--- src/rtl/fifo_arbiter.sv ---
// Two-producer round-robin write arbiter in front of a FIFO,
// with occupancy tracking, consumer read grants and a drain (flush) mode.
module fifo_arbiter #(
  parameter int DATA_WIDTH = 8,
  parameter int FIFO_DEPTH = 16,
  parameter int CNT_WIDTH  = 5
) (
  input  logic                  clock,
  input  logic                  reset,
  input  logic                  req0,
  input  logic                  req1,
  input  logic [DATA_WIDTH-1:0] data0,
  input  logic [DATA_WIDTH-1:0] data1,
  output logic                  gnt0,
  output logic                  gnt1,
  input  logic                  rd_req,
  output logic                  rd_gnt,
  input  logic                  flush,
  output logic                  flush_done,
  output logic                  fifo_write_n,
  output logic                  fifo_read_n,
  output logic [DATA_WIDTH-1:0] fifo_data,
  output logic [CNT_WIDTH-1:0]  count,
  output logic                  full,
  output logic                  empty
);

  localparam logic [CNT_WIDTH-1:0] DEPTH = CNT_WIDTH'(FIFO_DEPTH);
  localparam logic [CNT_WIDTH-1:0] ONE   = CNT_WIDTH'(1);

  typedef enum logic {RUN, FLUSH} state_t;

  state_t                state_q, state_d;
  logic                  gnt0_q, gnt0_d;
  logic                  gnt1_q, gnt1_d;
  logic                  rd_gnt_q, rd_gnt_d;
  logic                  done_q, done_d;
  logic                  wr_n_q, wr_n_d;
  logic                  rd_n_q, rd_n_d;
  logic [DATA_WIDTH-1:0] data_q, data_d;
  logic [CNT_WIDTH-1:0]  count_q, count_d;
  logic                  full_q, empty_q;
  // prio_q=1 means producer 1 wins a tie (producer 0 was granted last)
  logic                  prio_q, prio_d;

  logic rd_ok, wr_ok, pick1;

  assign rd_ok = rd_req && (count_q != '0);
  assign wr_ok = (req0 || req1) && ((count_q != DEPTH) || rd_ok);
  assign pick1 = req1 && (!req0 || prio_q);

  // State register
  always_ff @(posedge clock or posedge reset) begin
    if (reset) state_q <= RUN;
    else       state_q <= state_d;
  end

  // Next-state: flush enters drain, drain ends once empty
  always_comb begin
    state_d = state_q;
    unique case (state_q)
      RUN:   if (flush) state_d = FLUSH;
      FLUSH: if (count_q == '0) state_d = RUN;
    endcase
  end

  // Per-edge decision: grants, strobes, count and pointer update
  always_comb begin
    gnt0_d   = 1'b0;
    gnt1_d   = 1'b0;
    rd_gnt_d = 1'b0;
    done_d   = 1'b0;
    wr_n_d   = 1'b1;
    rd_n_d   = 1'b1;
    data_d   = data_q;
    count_d  = count_q;
    prio_d   = prio_q;
    unique case (state_q)
      RUN: begin
        if (!flush) begin
          if (rd_ok) begin
            rd_gnt_d = 1'b1;
            rd_n_d   = 1'b0;
          end
          if (wr_ok) begin
            wr_n_d = 1'b0;
            if (pick1) begin
              gnt1_d = 1'b1;
              data_d = data1;
              prio_d = 1'b0;
            end else begin
              gnt0_d = 1'b1;
              data_d = data0;
              prio_d = 1'b1;
            end
          end
          if (wr_ok && !rd_ok)      count_d = count_q + ONE;
          else if (rd_ok && !wr_ok) count_d = count_q - ONE;
        end
      end
      FLUSH: begin
        if (count_q != '0) begin
          rd_n_d  = 1'b0;
          count_d = count_q - ONE;
        end else begin
          done_d = 1'b1;
        end
      end
    endcase
  end

  // Output and datapath registers
  always_ff @(posedge clock or posedge reset) begin
    if (reset) begin
      gnt0_q   <= 1'b0;
      gnt1_q   <= 1'b0;
      rd_gnt_q <= 1'b0;
      done_q   <= 1'b0;
      wr_n_q   <= 1'b1;
      rd_n_q   <= 1'b1;
      data_q   <= '0;
      count_q  <= '0;
      full_q   <= 1'b0;
      empty_q  <= 1'b1;
      prio_q   <= 1'b0;
    end else begin
      gnt0_q   <= gnt0_d;
      gnt1_q   <= gnt1_d;
      rd_gnt_q <= rd_gnt_d;
      done_q   <= done_d;
      wr_n_q   <= wr_n_d;
      rd_n_q   <= rd_n_d;
      data_q   <= data_d;
      count_q  <= count_d;
      full_q   <= (count_d == DEPTH);
      empty_q  <= (count_d == '0);
      prio_q   <= prio_d;
    end
  end

  assign gnt0         = gnt0_q;
  assign gnt1         = gnt1_q;
  assign rd_gnt       = rd_gnt_q;
  assign flush_done   = done_q;
  assign fifo_write_n = wr_n_q;
  assign fifo_read_n  = rd_n_q;
  assign fifo_data    = data_q;
  assign count        = count_q;
  assign full         = full_q;
  assign empty        = empty_q;

endmodule

--- config.mk ---
export PLATFORM = sky130hd
export DESIGN_NAME = fifo_arbiter
export DESIGN_NICKNAME = d
export VERILOG_FILES = /design/src/rtl/fifo_arbiter.sv
export SDC_FILE = /design/constraint.sdc
export NUM_CORES = 1
export LEC_CHECK = 0
export CAP_MARGIN = 20
export CORE_UTILIZATION = 50
export CTS_CLUSTER_DIAMETER = 50
export DETAILED_ROUTE_END_ITERATION = 16
export DONT_BUFFER_PORTS = 1
export GPL_TIMING_DRIVEN = 1
export SKIP_LAST_GASP = 1
export SYNTH_ARGS = -nofsm -noshare
export SYNTH_HDL_FRONTEND = slang
export SYNTH_SLANG_ARGS = --single-unit
--- constraint.sdc ---
create_clock -name clock -period 5 [get_ports clock]
set_input_delay 0.5 -clock clock [delete_from_list [all_inputs] [get_ports clock]]
set_output_delay 0.5 -clock clock [all_outputs]
set_load 0.02 [all_outputs]
* After elaboration in Yosys (flattened, before gate mapping) *
Cells that the tools add are included.

operators by class
  $add $sub $neg = 2
  $mul = 0
  divide/modulo/power cells = 0
  $lt $le $gt $ge = 0
  equal/unequal tests = 2
  shifts and indexed selects = 0
  mux-type cells = 28
  bitwise gates (word level) = 2
  reduce and logical (&&, ||, !) cells = 15

operator list
  operator             number
  $mux 1               20
  $mux 5               4
  $logic_not 5->1      2
  $pmux 5 s2           1
  $mux 8               1
  $add 5x1->5 const B  1
  $eq 5x5->1 const B   1
  $logic_and 1x1->1    5
  $ne 5x5->1 const B   1
  $reduce_bool 5->1    1
  $sub 5x1->5 const B  1
  $pmux 1 s2           2
  $logic_not 1->1      3
  $logic_or 1x1->1     3
  $reduce_and 3->1     1
  $not 1->1            2

word-level totals
  bits in registers = 23
  bits in latches = 0
  bits in writable memories = 0
  ROM bits = 0
  bits of input ports = 22
  memories kept = 0

* Longest topological paths before layout *
  word-level depth = 11
  depth in mapped cells = 9
  mapped depth without buffers = 7

* Worst setup path after synthesis *
Ideal clock, no wire load.

  kind = register to register
  from = register count_q[1] (netlist: count[1])
  to = register empty_q (netlist: empty)
  setup time = 0.097 ns
  arrival = 2.220 ns
  setup slack = 2.683 ns
  stages on the path, launching flop included = 9
  cell sequence = dfrtp_1 > inv_1 > ha_1 > buf_6 > or3b_4 > a211o_1 > a311oi_2 > o211ai_1 > nor4_1

between the ends
  cells in the longest elaborated chain, start to end = 11

RTL lines
  element                                              line  text
  start: declaration                                   41    logic [CNT_WIDTH-1:0] count_q, count_d;
  start signal: assignment                             134   count_q <= count_d;
  branches (longest 9 deep; another with $sub 5x1->5)  --
  $pmux 5 s2 *                                         78    unique case (state_q)
  $logic_not 5->1 *                                    136   empty_q <= (count_d == '0);
  end signal: assignment                               136
  end: declaration                                     42    logic full_q, empty_q;

Mark *: on every way between the ends.
A chain may end at the register's enable or synchronous reset.

* Worst setup path after layout *
Ends and elaborated chain as after synthesis.

==> run metrics <==
status complete, no violations; Crit Path Class reg2reg; nets@finish 162; skew final 0.01139 ns; peak supply drop 364.3 µV; GRT Resource Usage Total 20.48%; WP data required 5.20 ns; HPWL after DPL 2001 µm; Syn Nets 168; CP startpoint kind flip-flop; DRC 0; critical path's slowest cell or4b_1; Post-synth EDFFs 0; vias post-DR 1056; Final Util 54.02%; hold crit path type in2async; Hold Buf Count CTS 0; total gr overflow 0; initial antenna violation count 0; Hold WS 0.2243 ns; die height 53.99 µm; Mapped Area 0.001351 mm²; #FFs+latches synth 23; CP max stage delay 0.65 ns; leakage power 0.0005965 µW; TritonCTS Sinks 23; Rows 18; Max Transition Viols Final 0; RSZ-0062 raised after global routing no; diodes inserted 0; Clock Path Buffers 2; Mean Syn Cell Area 9.384 µm²; first-pass GRT wire length 4250 µm; pwr/cell area 609.8 mW/mm²; Synth area leader dfrtp_1; CP arrival 2.90 ns; synthesis-to-layout area growth 0.8336%; I/O Buffers 0; async set-reset flop share out of synthesis 100.0%; die footprint 0.002914 mm²; post-route ant nets 0; Cells after Synth 144; area of the multi-input gates 676.9 µm²; GPL Wtd Cong 0.9247; core area 0.002522 mm²; pre-CTS setup slack 2.337 ns; cts repair resizes 0; clock transition at the registers of the reported paths 0.12 ns; pin count of the biggest net entering global routing 24; TNS Setup 0 ns; count of final hold-check violations 0; sequential share of the synthesized area 42.87%; final critical-path required period 2.696 ns; most frequent cells in the layout 20 x dfrtp_1, 18 x nor2_1, 9 x inv_1; number of DRC markers in iteration 0 35; post-CTS setup buffer count 0; Total Wirelength 2755 µm; overall die width 53.99 µm; register area 579.3 µm²; worst path bufs/invs 1; WL/cell 16.50 µm; vias in the first global route 884; largest cells by area after synthesis dfrtp_1 37%, mux2i_1 5.9%, dfstp_2 5.8%, nor2_1 5.0%, a21oi_1 3.0%; total power 830.9 µW; drt pass-1 iters 4; clock root buffer clkbuf_4; Yosys top cell area share 37.04%; setup slack after layout 2.304 ns; worst slew pin tran 0.8244 ns; critical path's top delay family simple AND/OR/NAND/NOR gates; Vias/cell 6.323; Yosys cell types 48; fmax 371.0 MHz; yosys warns 0; CTS tree built; crit share post-route 53.91%; fillcell total 243; Top FF cell, synth dfrtp_1; critical path peak fanout 11; maxcap violations 0; clk_lat worst skew 0.31 ns; Slew headroom 44.98%; layout cells sized above 1 11.68%; most common cell after layout, fill and taps aside dfrtp_1; critical path capture point type flip-flop; htree depth 1; Initial Util 53.57%; critical-path cell list inv_1, ha_1, or4b_1, and3_1, a311oi_2, o211ai_1, nor4_1; Setup Viol. Count Final 0; total CTS buffers 3; I/O pin total 43
## per-layer routing
layer | share of wire [%] | global-route usage [%] | up-vias | wire length, µm
met4 | 0.36 | 4.701 | 0 | 10
met2 | 46 | 29.63 | 57 | 1272
met5 | 0 | 0 | - | 0
met1 | 46 | 29.29 | 482 | 1256
li1 | - | - | 515 | -
met3 | 7.8 | 6.780 | 2 | 216
## through the flow
stage	area [µm²]	std cells
after floorplan	1351	144
after global placement	1328	162
after detailed placement	1328	162
after global routing	1363	167
final	1363	167
after CTS	1355	166
## cells in the mapped netlist, types with 3 or more instances
cell type,instances
and3_1,4
clkbuf_1,3
o211ai_1,3
inv_1,9
o31ai_1,3
xor2_1,3
nand2_1,4
o21ai_0,5
buf_1,3
a31oi_1,3
nor2_1,18
nor4_1,3
a21oi_1,8
dfstp_2,3
mux2i_1,8
dfrtp_1,20
## sequential cells by signal (all words and copies together) (netlist names)
signal and count:
state_q 1, fifo_read_n 1, fifo_data 8, count 5, rd_gnt 1, full 1
fifo_write_n 1, flush_done 1, gnt0 1, prio_q 1, empty 1, gnt1 1
## cell families after synthesis
kind of cell               count (synthesis)  synth area share (%)
and+or+nand+nor                           46                 18.61
DFF                                       23                 42.87
xor gates and xnor gates                   4                 2.593
adders and majority gates                  2                 1.852
AOI/OAI and AO/OA                         40                 21.11
muxes                                      8                 5.926
buffers and inverters                     21                 7.037
## path summary, 6_finish.rpt
kind | to | slack, ns | startpoint | cells after the start
setup / recovery | empty$_DFF_PP1_ | 2.30 | count[1]$_DFF_PP0_ | 7
hold / removal | gnt0$_DFF_PP0_ | 0.22 | reset | 1
setup reg to reg | empty$_DFF_PP1_ | 2.30 | count[1]$_DFF_PP0_ | 7
hold reg to reg | prio_q$_DFFE_PP0P_ | 0.55 | prio_q$_DFFE_PP0P_ | 2
max in group asynchronous | count[1]$_DFF_PP0_ | 4.26 | reset | 1
min in group clock | fifo_read_n$_DFF_PP1_ | 0.34 | flush | 2
## power breakdown
part           switching (µW)  internal, µW  leakage, µW  total [µW]
combinational             184           148     0.000307         333
clock                    52.5          29.8    0.0000177        82.4
sequential                157           258     0.000272         416
total                     394           436     0.000597         831
## cell type report
cell class	instances	area share (%)
clock buffers	3	1.653
clock inverters	1	0.3673
inverters	9	2.479
multi-input cells	100	49.68
flip-flops and latches	23	42.52
well taps	30	2.755
repair buffers	1	0.5510
Power figures use the tool's default switching activity.
